### config.mk
export PLATFORM = sky130hd
export DESIGN_NAME = dma_copy32_flat
export DESIGN_NICKNAME = d
export VERILOG_FILES = /design/src/rtl/dma_copy32_if.sv /design/src/rtl/dma_copy32.sv /design/src/flat_wrapper.sv
export SDC_FILE = /design/constraint.sdc
export NUM_CORES = 1
export LEC_CHECK = 0
export CELL_PAD_IN_SITES_DETAIL_PLACEMENT = 1
export CELL_PAD_IN_SITES_GLOBAL_PLACEMENT = 2
export CORE_MARGIN = 10
export CORE_UTILIZATION = 33
export DETAILED_ROUTE_END_ITERATION = 6
export DONT_BUFFER_PORTS = 1
export PLACE_DENSITY = 0.74
export SLEW_MARGIN = 10
export SYNTH_ARGS = -nofsm -noshare
export SYNTH_HDL_FRONTEND = slang
export SYNTH_SLANG_ARGS = --single-unit
### constraint.sdc
create_clock -name clk -period 2.3 [get_ports clk]
set_clock_uncertainty 0.05 [all_clocks]
set_input_delay 0.23 -clock clk [delete_from_list [all_inputs] [get_ports clk]]
set_output_delay 0.23 -clock clk [all_outputs]
set_load 0.03 [all_outputs]
### src/rtl/dma_copy32_if.sv
// Bus bundle shared by the DMA register port and the DMA initiator port.
// It carries req/gnt/rvalid handshakes with byte enables. The master modport
// drives a request. The slave modport answers it.
interface dma_copy32_if;
    logic        req;
    logic        we;
    logic [3:0]  be;
    logic [31:0] addr;
    logic [31:0] wdata;
    logic        gnt;
    logic        rvalid;
    logic [31:0] rdata;

    modport master (output req, we, be, addr, wdata, input gnt, rvalid, rdata);
    modport slave  (input req, we, be, addr, wdata, output gnt, rvalid, rdata);
endinterface

### src/rtl/dma_copy32.sv
// dma_copy32 - word-copy DMA engine.
// The CPU programs SRC/DST/LEN through the register port and then writes start.
// The engine then copies LEN 32-bit words over the initiator port. Each word is
// one read followed by one write, and the port never has more than one
// transaction outstanding.
// Optional feature macro: DMA_IRQ_EN.
//   Defined:   adds the interrupt enable bit (CTRL/STATUS[3]). irq = ie & (done | aborted).
//   Undefined: irq is tied low, CTRL[3] writes are ignored and STATUS[3] reads 0.
module dma_copy32 #(
    parameter logic [19:0] BASE_ADDR = 20'h00022,
    parameter int unsigned LEN_W     = 16
) (
    input  logic         clk,
    input  logic         rst,
    dma_copy32_if.slave  s_bus,
    dma_copy32_if.master m_bus,
    output logic         irq
);

    typedef enum logic [2:0] {
        ST_IDLE    = 3'd0,
        ST_RD_REQ  = 3'd1,
        ST_RD_WAIT = 3'd2,
        ST_WR_REQ  = 3'd3,
        ST_WR_WAIT = 3'd4
    } state_t;

    state_t             r_state;
    state_t             w_state_next;

    // SRC/DST are word addresses. The two low bits are implicitly zero.
    logic [29:0]        r_src;
    logic [29:0]        r_dst;
    logic [LEN_W-1:0]   r_len;
    logic [31:0]        r_data;
    logic               r_done;
    logic               r_aborted;
    logic               r_abort_pend;
    logic               r_s_gnt;
    logic               r_s_rvalid;
    logic [31:0]        r_s_rdata;
    logic [3:0]         r_m_be;

    logic               w_ie;
    logic               w_decode;
    logic               w_s_acc;
    logic               w_s_wr;
    logic [11:0]        w_off;
    logic               w_idle;
    logic               w_busy;
    logic               w_wr_src;
    logic               w_wr_dst;
    logic               w_wr_len;
    logic               w_ctrl_wr;
    logic               w_start_cmd;
    logic               w_abort_cmd;
    logic               w_start_go;
    logic               w_abort;
    logic [31:0]        w_be_mask;
    logic [29:0]        w_src_merge;
    logic [29:0]        w_dst_merge;
    logic [LEN_W-1:0]   w_len_merge;
    logic [31:0]        w_status;
    logic [31:0]        w_rd_mux;
    logic               w_len_last;

    logic               w_m_req;
    logic               w_m_we;
    logic [31:0]        w_m_addr;
    logic [31:0]        w_m_wdata;
    logic               w_ld_data;
    logic               w_advance;
    logic               w_to_done;
    logic               w_to_abort;

    // ---------------- register port decode ----------------
    assign w_decode = (s_bus.addr[31:12] == BASE_ADDR);
    // Accept a request once. The grant pulse itself blocks a second accept.
    assign w_s_acc  = s_bus.req & w_decode & ~r_s_gnt;
    assign w_s_wr   = w_s_acc & s_bus.we;
    assign w_off    = s_bus.addr[11:0];

    assign w_idle   = (r_state == ST_IDLE);
    assign w_busy   = ~w_idle;

    // SRC/DST/LEN are frozen while a copy is running.
    assign w_wr_src    = w_s_wr & (w_off == 12'h000) & w_idle;
    assign w_wr_dst    = w_s_wr & (w_off == 12'h004) & w_idle;
    assign w_wr_len    = w_s_wr & (w_off == 12'h008) & w_idle;
    assign w_ctrl_wr   = w_s_wr & (w_off == 12'h00C) & s_bus.be[0];
    assign w_start_cmd = w_ctrl_wr & s_bus.wdata[0];
    assign w_abort_cmd = w_ctrl_wr & s_bus.wdata[1];

    // Start is only honoured when idle. If start and abort arrive together, start wins when idle.
    assign w_start_go  = w_start_cmd & w_idle;
    // Abort is remembered until the FSM reaches a point where it can stop cleanly.
    assign w_abort     = r_abort_pend | (w_abort_cmd & w_busy);

    // Per-byte write mask built from the byte enables
    genvar gi;
    generate
        for (gi = 0; gi < 4; gi++) begin : g_be_mask
            assign w_be_mask[gi*8 +: 8] = {8{s_bus.be[gi]}};
        end
    endgenerate

    assign w_src_merge = (r_src & ~w_be_mask[31:2]) | (s_bus.wdata[31:2] & w_be_mask[31:2]);
    assign w_dst_merge = (r_dst & ~w_be_mask[31:2]) | (s_bus.wdata[31:2] & w_be_mask[31:2]);
    assign w_len_merge = (r_len & ~w_be_mask[LEN_W-1:0]) |
                         (s_bus.wdata[LEN_W-1:0] & w_be_mask[LEN_W-1:0]);

    assign w_status   = {28'd0, w_ie, r_aborted, r_done, w_busy};
    assign w_len_last = (r_len == LEN_W'(1));

    // Register read mux. Unmapped offsets read as zero.
    always_comb begin
        w_rd_mux = 32'd0;
        case (w_off)
            12'h000: w_rd_mux = {r_src, 2'b00};
            12'h004: w_rd_mux = {r_dst, 2'b00};
            12'h008: w_rd_mux = 32'(r_len);
            12'h00C: w_rd_mux = w_status;
            default: w_rd_mux = 32'd0;
        endcase
    end

`ifdef DMA_IRQ_EN
    logic r_ie;

    // Interrupt enable, written through CTRL[3] at any time
    always_ff @(posedge clk) begin
        if (!rst) begin
            r_ie <= 1'b0;
        end else if (w_ctrl_wr) begin
            r_ie <= s_bus.wdata[3];
        end
    end

    assign w_ie = r_ie;
    assign irq  = r_ie & (r_done | r_aborted);
`else
    assign w_ie = 1'b0;
    assign irq  = 1'b0;
`endif

    // ---------------- copy FSM ----------------
    // FSM state register
    always_ff @(posedge clk) begin
        if (!rst) begin
            r_state <= ST_IDLE;
        end else begin
            r_state <= w_state_next;
        end
    end

    // Next-state logic plus initiator outputs and datapath strobes.
    // After a grant the FSM always waits for its response, so at most one transaction is in flight.
    always_comb begin
        w_state_next = r_state;
        w_m_req      = 1'b0;
        w_m_we       = 1'b0;
        w_m_addr     = 32'd0;
        w_m_wdata    = 32'd0;
        w_ld_data    = 1'b0;
        w_advance    = 1'b0;
        w_to_done    = 1'b0;
        w_to_abort   = 1'b0;
        case (r_state)
            ST_IDLE: begin
                if (w_start_go) begin
                    if (r_len == '0) begin
                        w_to_done = 1'b1;
                    end else begin
                        w_state_next = ST_RD_REQ;
                    end
                end
            end
            ST_RD_REQ: begin
                w_m_req  = 1'b1;
                w_m_addr = {r_src, 2'b00};
                if (m_bus.gnt) begin
                    w_state_next = ST_RD_WAIT;
                end else if (w_abort) begin
                    w_state_next = ST_IDLE;
                    w_to_abort   = 1'b1;
                end
            end
            ST_RD_WAIT: begin
                if (m_bus.rvalid) begin
                    if (w_abort) begin
                        w_state_next = ST_IDLE;
                        w_to_abort   = 1'b1;
                    end else begin
                        w_ld_data    = 1'b1;
                        w_state_next = ST_WR_REQ;
                    end
                end
            end
            ST_WR_REQ: begin
                w_m_req   = 1'b1;
                w_m_we    = 1'b1;
                w_m_addr  = {r_dst, 2'b00};
                w_m_wdata = r_data;
                if (m_bus.gnt) begin
                    w_state_next = ST_WR_WAIT;
                end else if (w_abort) begin
                    w_state_next = ST_IDLE;
                    w_to_abort   = 1'b1;
                end
            end
            ST_WR_WAIT: begin
                if (m_bus.rvalid) begin
                    // The write has landed, so count it as progress even if an abort is pending.
                    w_advance = 1'b1;
                    if (w_abort) begin
                        w_state_next = ST_IDLE;
                        w_to_abort   = 1'b1;
                    end else if (w_len_last) begin
                        w_state_next = ST_IDLE;
                        w_to_done    = 1'b1;
                    end else begin
                        w_state_next = ST_RD_REQ;
                    end
                end
            end
            default: begin
                w_state_next = ST_IDLE;
            end
        endcase
    end

    // Register port handshake. Read data is captured on the accept edge.
    always_ff @(posedge clk) begin
        if (!rst) begin
            r_s_gnt    <= 1'b0;
            r_s_rvalid <= 1'b0;
            r_s_rdata  <= 32'd0;
        end else begin
            r_s_gnt    <= w_s_acc;
            r_s_rvalid <= r_s_gnt;
            if (w_s_acc) begin
                r_s_rdata <= w_rd_mux;
            end
        end
    end

    // Programming registers, copy progress and status flags
    always_ff @(posedge clk) begin
        if (!rst) begin
            r_src        <= 30'd0;
            r_dst        <= 30'd0;
            r_len        <= '0;
            r_data       <= 32'd0;
            r_done       <= 1'b0;
            r_aborted    <= 1'b0;
            r_abort_pend <= 1'b0;
            r_m_be       <= 4'h0;
        end else begin
            r_m_be <= 4'hF;
            if (w_wr_src) r_src <= w_src_merge;
            if (w_wr_dst) r_dst <= w_dst_merge;
            if (w_wr_len) r_len <= w_len_merge;
            if (w_ld_data) r_data <= m_bus.rdata;
            // Address wrap past 0xFFFFFFFC is the natural 30-bit rollover.
            if (w_advance) begin
                r_src <= r_src + 30'd1;
                r_dst <= r_dst + 30'd1;
                r_len <= r_len - LEN_W'(1);
            end
            if (w_start_go) begin
                r_done    <= 1'b0;
                r_aborted <= 1'b0;
            end
            if (w_to_done) begin
                r_done <= 1'b1;
            end
            if (w_to_abort) begin
                r_aborted <= 1'b1;
                r_done    <= 1'b0;
            end
            r_abort_pend <= (w_state_next == ST_IDLE) ? 1'b0 : w_abort;
        end
    end

    assign s_bus.gnt    = r_s_gnt;
    assign s_bus.rvalid = r_s_rvalid;
    assign s_bus.rdata  = r_s_rdata;

    assign m_bus.req    = w_m_req;
    assign m_bus.we     = w_m_we;
    assign m_bus.be     = r_m_be;
    assign m_bus.addr   = w_m_addr;
    assign m_bus.wdata  = w_m_wdata;

endmodule
### src/flat_wrapper.sv
// flat-port wrapper written by rule: the top's interface ports become plain ports
module dma_copy32_flat 
#(
    parameter logic [19:0] BASE_ADDR = 20'h00022,
    parameter int unsigned LEN_W     = 16
)
  (clk, rst, irq, s_bus_req, s_bus_we, s_bus_be, s_bus_addr, s_bus_wdata, s_bus_gnt, s_bus_rvalid, s_bus_rdata, m_bus_req, m_bus_we, m_bus_be, m_bus_addr, m_bus_wdata, m_bus_gnt, m_bus_rvalid, m_bus_rdata);
  dma_copy32_if s_bus_i ();
  dma_copy32_if m_bus_i ();
  input  logic clk;
  input  logic rst;
  output logic irq;
  input wire logic [$bits(s_bus_i.req)-1:0] s_bus_req;
  input wire logic [$bits(s_bus_i.we)-1:0] s_bus_we;
  input wire logic [$bits(s_bus_i.be)-1:0] s_bus_be;
  input wire logic [$bits(s_bus_i.addr)-1:0] s_bus_addr;
  input wire logic [$bits(s_bus_i.wdata)-1:0] s_bus_wdata;
  output wire logic [$bits(s_bus_i.gnt)-1:0] s_bus_gnt;
  output wire logic [$bits(s_bus_i.rvalid)-1:0] s_bus_rvalid;
  output wire logic [$bits(s_bus_i.rdata)-1:0] s_bus_rdata;
  output wire logic [$bits(m_bus_i.req)-1:0] m_bus_req;
  output wire logic [$bits(m_bus_i.we)-1:0] m_bus_we;
  output wire logic [$bits(m_bus_i.be)-1:0] m_bus_be;
  output wire logic [$bits(m_bus_i.addr)-1:0] m_bus_addr;
  output wire logic [$bits(m_bus_i.wdata)-1:0] m_bus_wdata;
  input wire logic [$bits(m_bus_i.gnt)-1:0] m_bus_gnt;
  input wire logic [$bits(m_bus_i.rvalid)-1:0] m_bus_rvalid;
  input wire logic [$bits(m_bus_i.rdata)-1:0] m_bus_rdata;
  assign s_bus_i.req = s_bus_req;
  assign s_bus_i.we = s_bus_we;
  assign s_bus_i.be = s_bus_be;
  assign s_bus_i.addr = s_bus_addr;
  assign s_bus_i.wdata = s_bus_wdata;
  assign s_bus_gnt = s_bus_i.gnt;
  assign s_bus_rvalid = s_bus_i.rvalid;
  assign s_bus_rdata = s_bus_i.rdata;
  assign m_bus_req = m_bus_i.req;
  assign m_bus_we = m_bus_i.we;
  assign m_bus_be = m_bus_i.be;
  assign m_bus_addr = m_bus_i.addr;
  assign m_bus_wdata = m_bus_i.wdata;
  assign m_bus_i.gnt = m_bus_gnt;
  assign m_bus_i.rvalid = m_bus_rvalid;
  assign m_bus_i.rdata = m_bus_rdata;
  dma_copy32 #(.BASE_ADDR(BASE_ADDR), .LEN_W(LEN_W)) u_core (.clk(clk), .rst(rst), .s_bus(s_bus_i), .m_bus(m_bus_i), .irq(irq));
endmodule
# Word level (Yosys, flattened, before mapping)
# Cells that the tools add are included.
# word_totals
out_inout_bits	105
inputBits	106
ff_bits	152
wordCells	107
# op_classes
eq_ne	9
mux	41
addsub	3
reduce_logical	13
bitwise_logic	29
# ops
cell	count
case mux 32 bit (4 select lines)	1
2-to-1 mux 30 bit	4
AND 30 bit	3
case mux 32 bit (2 select lines)	1
adder 30 x 1 -> 30 bit (second input constant)	2
bitwise OR 30 bit	2
AND 16 bit	2
2-to-1 mux 16 bit	2
2-to-1 mux 32 bit	1
inverter 30 bit	1
== test 12 x 4 -> 1 bit (second input constant)	2
2-to-1 mux 3 bit	8
== test 20 x 6 -> 1 bit (second input constant)	1
2-to-1 mux 1 bit	19
== test 16 x 1 -> 1 bit (second input constant)	1
logical NOT 16 bit	1
inverter 16 bit	1
bitwise OR 16 bit	1
subtractor 16 x 1 -> 16 bit (second input constant)	1
AND 1 bit	15
case mux 3 bit (5 select lines)	1
== test 12 x 3 -> 1 bit (second input constant)	1
logical NOT 12 bit	1
nonzero test 2 bit	5
other kinds (10)	18

# Logic depth before layout (Yosys ltp)
# Gate-level depths: netlist of the first run.
# depth
word_depth	14
depth_mapped	9
ltp_nobuf	7

# Worst setup path after synthesis of the first run
# No wires, ideal clock.
# synth_path
kind	reg-to-reg
startpoint	register u_core.r_state[1]
endpoint	register (tool-made name)
period_less_slack_ns	2.279
arrival_ns	2.096
slack_ns	0.021
required_time_ns	2.117
path_stages_with_launch	8
setup_time_ns	0.133
n_path_buf	2
path_cell_list	dfxtp_1 -> buf_2 -> nor4b_4 -> buf_2 -> or4b_2 -> nor4_2 -> mux2i_1 -> a21oi_1
# synth_rtl
item	line	source
start, declared	dma_copy32.sv:28	state_t r_state;
start signal, assigned	dma_copy32.sv:152	r_state <= w_state_next;

==> results of run 1 <==
metrics by stage:
step | utilization | hold WS (ns) | setup TNS, ns
floorplan | - | 0.208 | 0
global route | 0.427 | 0.0281 | -0.0108
finish | 0.427 | 0.0153 | 0
global placement | 0.383 | 0.217 | 0
detailed placement | 0.383 | 0.216 | 0
CTS | 0.426 | 0.00108 | 0
metal layers:
| layer | track usage | up-vias | share of wire |
|---|---|---|---|
| li1 | - | 4821 | - |
| met1 | 0.288 | 5201 | 0.44 |
| met2 | 0.382 | 335 | 0.49 |
| met3 | 0.0439 | 41 | 0.064 |
| met4 | 0.0521 | 0 | 0.014 |
| met5 | 0 | - | 0 |
cell usage in the layout (no fill, tap or decap), types with 7 or more instances in the layout:
| cell | count |
|---|---|
| nor2_1 | 91 |
| dfxtp_1 | 148 |
| nand3_1 | 70 |
| nor4_2 | 7 |
| a2bb2oi_1 | 16 |
| clkbuf_16 | 17 |
| mux2i_1 | 118 |
| a21oi_1 | 65 |
| a211oi_1 | 14 |
| and2_1 | 18 |
| o21ai_0 | 41 |
| nor4_1 | 21 |
| nor3_1 | 28 |
| o21a_1 | 7 |
| and3_1 | 53 |
| o221a_2 | 8 |
| and4_1 | 13 |
| o31ai_1 | 11 |
| nand2b_1 | 9 |
| dlygate4sd3_1 | 63 |
| inv_1 | 18 |
| o221ai_1 | 8 |
| nand4_1 | 34 |
| a31oi_1 | 14 |
| o311ai_0 | 7 |
| nand2_1 | 164 |
| buf_4 | 164 |
| or4_1 | 8 |
worst max-delay path: stages, from the launching register on:
cell and delay [ns]:
dfxtp_1 0.51, nand3_1 0.27, nor4_2 0.41, buf_4 0.24, nand3_1 0.12, mux2_2 0.30, a211oi_1 0.20
report_power, final:
| group | internal [uW] | switching (uW) | total [uW] |
|---|---|---|---|
| registers | 2580 | 0.244 | 2580 |
| logic | 157 | 195 | 352 |
| clock network | 1520 | 1330 | 2850 |
path summary, 6_finish.rpt:
path                                 end  slack (ns)         startpoint
setup / recovery               flip-flop        0.13          flip-flop
hold reg to reg        u_core.r_data[18]        0.41  u_core.r_data[18]
setup reg to reg               flip-flop        0.13          flip-flop
hold / removal    u_core.s_bus.rdata[12]        0.02      s_bus_addr[3]
cell type report:
cell class,instances,area [um^2]
clock inverters,15,145
inverters,19,71.3
fillers,3459,16400
clock buffers,17,425
flip-flops and latches,149,2990
repair buffers,237,2040
multi-input cells,943,6080
well taps,384,480
cells by family after synthesis:
kind of cell,count (synthesis),share of synthesized area
buf+inv,142,0.0599
fa+ha+maj,4,0.00523
other cells,1,0.000392
compound gates,263,0.195
flops,149,0.312
mux,121,0.128
xor+xnor,4,0.00366
simple gates,548,0.296
timing repair:
action / in CTS / in global routing
endpoints found under the hold margin: 109 / 0
setup endpoints to repair: 0 / 56
resized for setup: 0 / 7
hold buffers: 64 / 0
buffers inserted: 0 / 2
==> impl_metrics.tcl, run 1 <==
set metrics [dict create \
    pre_cts_ws_ns 0.0177 \
    synth_top_area_share 0.312 \
    hold_class "input pin to flip-flop" \
    syn_avg_cell_area_um2 7.76 \
    final_nets 1477 \
    cts_buffers 17 \
    drcViolationCount 0 \
    grt_max_degree 113 \
    cap_violations 0 \
    layout_min_cycle_time_ns 2.17 \
    drive_above_1_share 0.180 \
    required_ns 2.61 \
    viasPerCell 5.89 \
    synth_warnings 0 \
    fin_area_mm2 0.0122 \
    end_kind "flip-flop" \
    finalPower_uw 5780 \
    final_cell_count_no_fill 1764 \
    slew_violations 0 \
    area_delta_synth_final_pct 27.9 \
    start_util 0.334 \
    yosys.cell_count.top_type "nand2_1" \
    grt_use_total 0.225 \
    io_buffer_count 0 \
    reg2reg_depth 6 \
    synth_ff_type "dfxtp_1" \
    synth.yosys.seq_area_share 0.312 \
    antenna_found_initial 2 \
    path_max_fanout 9 \
    cp.arrival_ns 2.48 \
    placed_cell_area_mm2 0.0110 \
    io_pins 211 \
    status "finished, final reports clean" \
    powerDensity_mw_per_mm2 472 \
    synthCells 1232 \
    slew_headroom 0.354 \
    placed_cells 1666 \
    criticalPathCategory "flip-flop to flip-flop" \
    clock_path_buffers 2 \
    synth-edff-count 0 \
    design.die.area_mm2 0.0362 \
    setup_viol 0 \
    syn_area_mm2 0.00956 \
    ys_seq_elements 149 \
    die_width_um 190 \
    synth_area_leaders "dfxtp_1 31%, mux2i_1 12%, nand2_1 6.4%" \
    min_path_cells 3 \
    die_h_um 190 \
    async_flop_share 0 \
    clk_pin_slew_ns 0.08 \
    synth_commonest_cells "164 x nand2_1, 149 x dfxtp_1, 118 x mux2i_1" \
    vdd_drop_max_uv 496 \
    routed-via-count 10400 \
    clk_latency_ns 0.44 \
    route.antenna.remaining_nets 0 \
    wl_per_cell_um 23.7 \
    p_leak_uw 0.00454 \
    hold_viol 0 \
    grt.overflow.total 0 \
    tritoncts "yes" \
    worst_slew_pin_slew_ns 0.966 \
    cts-htree-levels 4 \
    num_antenna_cells 0 \
    grt_pass1_vias 10600 \
    synth_cell_type_count 76 \
    cp-start-kind "flip-flop" \
    core_area_mm2 0.0286 \
    period_share 0.942 \
    first_pass_iters 5 \
    rows 62 \
    grt_pass1_wl_mm 64.8 \
    gp_congestion 0.872 \
    place_hpwl_mm 28.9 \
    clock_sinks 149 \
    fin_ws_ns 0.133 \
    synth_top_area_cell "dfxtp_1" \
    drt_iter0_markers 708 \
    fmaxAchievable_mhz 461 \
    finalWirelength_mm 41.8 \
    cts-root-buf "clkbuf_16" \
]
(Power assumes the default switching activity.)
==> run 2: changes to the inputs <==
--- a/config.mk
+++ b/config.mk
@@ -5,10 +5,11 @@
 export SDC_FILE = /design/constraint.sdc
 export NUM_CORES = 1
 export LEC_CHECK = 0
+export ABC_AREA = 1
 export CELL_PAD_IN_SITES_DETAIL_PLACEMENT = 1
 export CELL_PAD_IN_SITES_GLOBAL_PLACEMENT = 2
 export CORE_MARGIN = 10
-export CORE_UTILIZATION = 33
+export CORE_UTILIZATION = 30
 export DETAILED_ROUTE_END_ITERATION = 6
 export DONT_BUFFER_PORTS = 1
 export PLACE_DENSITY = 0.74
==> impl_metrics.tcl, run 2 <==
set metrics [dict create \
    drt_iter0_markers 514 \
    die_h_um 193 \
    viasPerCell 5.26 \
    design.die.area_mm2 0.0374 \
    grt_busiest_layer "met2" \
    clk_latency_ns 0.44 \
    mostFrequentLayoutCell "nand2_1" \
    power_frac_clock 0.513 \
    cp-start-kind "flip-flop" \
    grt.overflow.total 0 \
    required_ns 2.02 \
    core_area_mm2 0.0296 \
    intPower_uw 4380 \
    grt_pass1_vias 10300 \
    end_kind "output pin" \
    fillers 3812 \
    powerDensity_mw_per_mm2 515 \
    area_delta_synth_final_pct 26.3 \
    min_path_cells 4 \
    async_flop_share 0 \
    cap_violations 0 \
    pre_cts_ws_ns -0.0212 \
    met2_usage 0.314 \
    tritoncts "yes" \
    crit_slowest_cell "dfxtp_1" \
    regArea_mm2 0.00299 \
    io_pins 211 \
    rows 63 \
    syn_area_mm2 0.00901 \
    reg2reg_depth 11 \
    synth_top_area_share 0.331 \
    max_stage_delay_ns 0.31 \
    hold_class "input pin to flip-flop" \
    start_util 0.304 \
    criticalPathCategory "flip-flop to output pin" \
    crit_path_frequent_cell "buf_4" \
    p_leak_uw 0.00423 \
    fmaxAchievable_mhz 453 \
    drive_above_1_share 0.150 \
    vdd_drop_max_uv 486 \
    clock_sinks 149 \
    synth_top_area_cell "dfxtp_1" \
    p_comb_frac 0.048 \
    routed-via-count 10100 \
    crit_path_cell_trace "buf_4, nor2_4, inv_2, nor2_2, inv_1, buf_12, o22ai_2, buf_4" \
    p_seq_frac 0.440 \
    grt_pass1_wl_mm 60.7 \
    route.antenna.remaining_nets 0 \
    cts-htree-levels 4 \
    worstHoldEndpoint "u_core.r_state[2]" \
    syn_avg_cell_area_um2 6.28 \
    finalWirelength_mm 40.2 \
    path_buf_inv 5 \
    rsz0062_at_grt "yes" \
    hold_start "m_bus_gnt" \
    clock_path_buffers 2 \
    synth_area_leaders "dfxtp_1 33%, nand2_1 14%, a21oi_1 8.6%" \
    p_switching_uw 1490 \
    antenna_found_initial 0 \
    clk_pin_slew_ns 0.06 \
    period_share 0.961 \
    netSwitchingFraction 0.253 \
    final_util 0.384 \
    final_cell_mix "323 x nand2_1, 160 x nor2_1, 154 x a21oi_1" \
    path_max_fanout 30 \
    use_met3 0.0621 \
    drcViolationCount 0 \
    status "finished, final reports clean" \
    wl_per_cell_um 20.9 \
    synth_commonest_cells "329 x nand2_1, 170 x nor2_1, 155 x a21oi_1" \
    first_pass_iters 5 \
    num_antenna_cells 0 \
    place_hpwl_mm 29.2 \
    slew_headroom 0.570 \
    met1_usage 0.262 \
    synth-edff-count 0 \
    fin_ws_ns 0.0902 \
    multiInputGateArea_mm2 0.00537 \
    layout_min_cycle_time_ns 2.21 \
    ys_seq_elements 149 \
    worstReg2RegStart "u_core.r_state[1]" \
    cp.arrival_ns 1.93 \
    final_nets 1635 \
    io_buffer_count 0 \
    hold_viol 0 \
    setup_viol 0 \
    yosys.cell_count.top_type "nand2_1" \
    cts_buffers 17 \
    synth_ff_type "dfxtp_1" \
    grt_use_total 0.201 \
    worst_slew_pin_slew_ns 0.644 \
    synth_cell_type_count 43 \
    synthCells 1435 \
    cts-root-buf "clkbuf_16" \
    crit_family "buffers and inverters" \
    slew_violations 0 \
    die_width_um 193 \
    gp_congestion 0.865 \
    synth_warnings 0 \
    grt_max_degree 82 \
    synth.yosys.seq_area_share 0.331 \
    r2r_setup_slack_ns 0.15 \
]
run 2: cell types whose count changed in the layout (fill, tap and decap cells not counted), sizes merged, moves of 20 or more:
cell	change
a21oi	+92
and3	-53
buf	-74
dlygate4sd3	-24
inv	+142
mux2i	-118
nand2	+177
nand4	-20
nor2	+84
nor3	+23
nor4	-26
o21ai	+77
o22ai	+54
xor2	+23
run 2: cells by family (layout without fill, tap and decap cells):
kind of cell | Yosys count | count (layout) | share of synthesized area
AOI/OAI and AO/OA | 357 | 357 | 0.216
xor gates and xnor gates | 26 | 26 | 0.0253
adders and majority gates | 4 | 4 | 0.00556
buffers and inverters | 238 | 338 | 0.111
DFF | 149 | 149 | 0.331
other | 1 | 3 | 0.000416
and+or+nand+nor | 660 | 661 | 0.311
run 2: power by group through the flow:
| stage | Combinational (uW) | Sequential (uW) | Clock [uW] |
|---|---|---|---|
| global route | 307 | 2580 | 3170 |
| floorplan | 151 | 2640 | 0 |
| CTS | 274 | 2580 | 3080 |
| detailed placement | 191 | 2640 | 0 |
| finish | 280 | 2580 | 3010 |
| global placement | 188 | 2640 | 0 |
run 2: timing repair:
item / 4_1_cts / 5_1_grt
endpoints found under the setup margin: 10 / 126
pin swaps: 1 / 3
gates cloned: 0 / 3
endpoints found under the hold margin: 84 / 0
hold buffers: 40 / 0
gates resized for setup: 9 / 33
buffers inserted: 0 / 1
run 2: area by class of cell:
cell class / count / area share
tap: 390 / 0.0429
inverter: 165 / 0.0546
clock buffer: 20 / 0.0410
clock inverter: 12 / 0.0126
timing repair buffer: 141 / 0.115
sequential: 149 / 0.262
multi-input combinational: 1051 / 0.472
run 2: tightest hold or removal path, delay by kind of cell:
kind | cells | cell delay [ns]
and+or+nand+nor | 3 | 0.16
buffers and inverters | 1 | 0.08
run 2: metal layers:
metal	share of wire	vias to the layer above
met1	0.45	4889
met5	0	-
met4	0.018	0
met2	0.45	322
li1	-	4893
met3	0.081	43
run 2: worst max path at each step:
stage | cells after the start | from | endpoint | slack (ns)
2_1_floorplan | 7 | u_core.r_state[0] | m_bus_wdata[10] | 0.1
3_5_place_dp | 11 | flip-flop | flip-flop | -0.02
4_1_cts | 8 | u_core.r_state[2] | m_bus_addr[15] | 0.009
3_3_place_gp | 11 | flip-flop | flip-flop | 0.003
6_report | 8 | u_core.r_state[2] | m_bus_addr[8] | 0.09
5_1_grt | 11 | u_core.r_state[1] | flip-flop | -0.01
run 2: stage by stage:
| stage | setup TNS (ns) | hold WS, ns | total power (uW) | area (um^2) | cells |
|---|---|---|---|---|---|
| 2_1_floorplan | 0 | 0.208 | 2790 | 9200 | 1437 |
| 3_3_place_gp | 0 | 0.215 | 2830 | 10100 | 1852 |
| 3_5_place_dp | -0.0212 | 0.215 | 2830 | 10100 | 1852 |
| 4_1_cts | 0 | 0.00689 | 5930 | 11200 | 1924 |
| 5_1_grt | -0.0170 | 0.0372 | 6050 | 11400 | 1928 |
| 6_report | 0 | 0.0316 | 5870 | 11400 | 1928 |
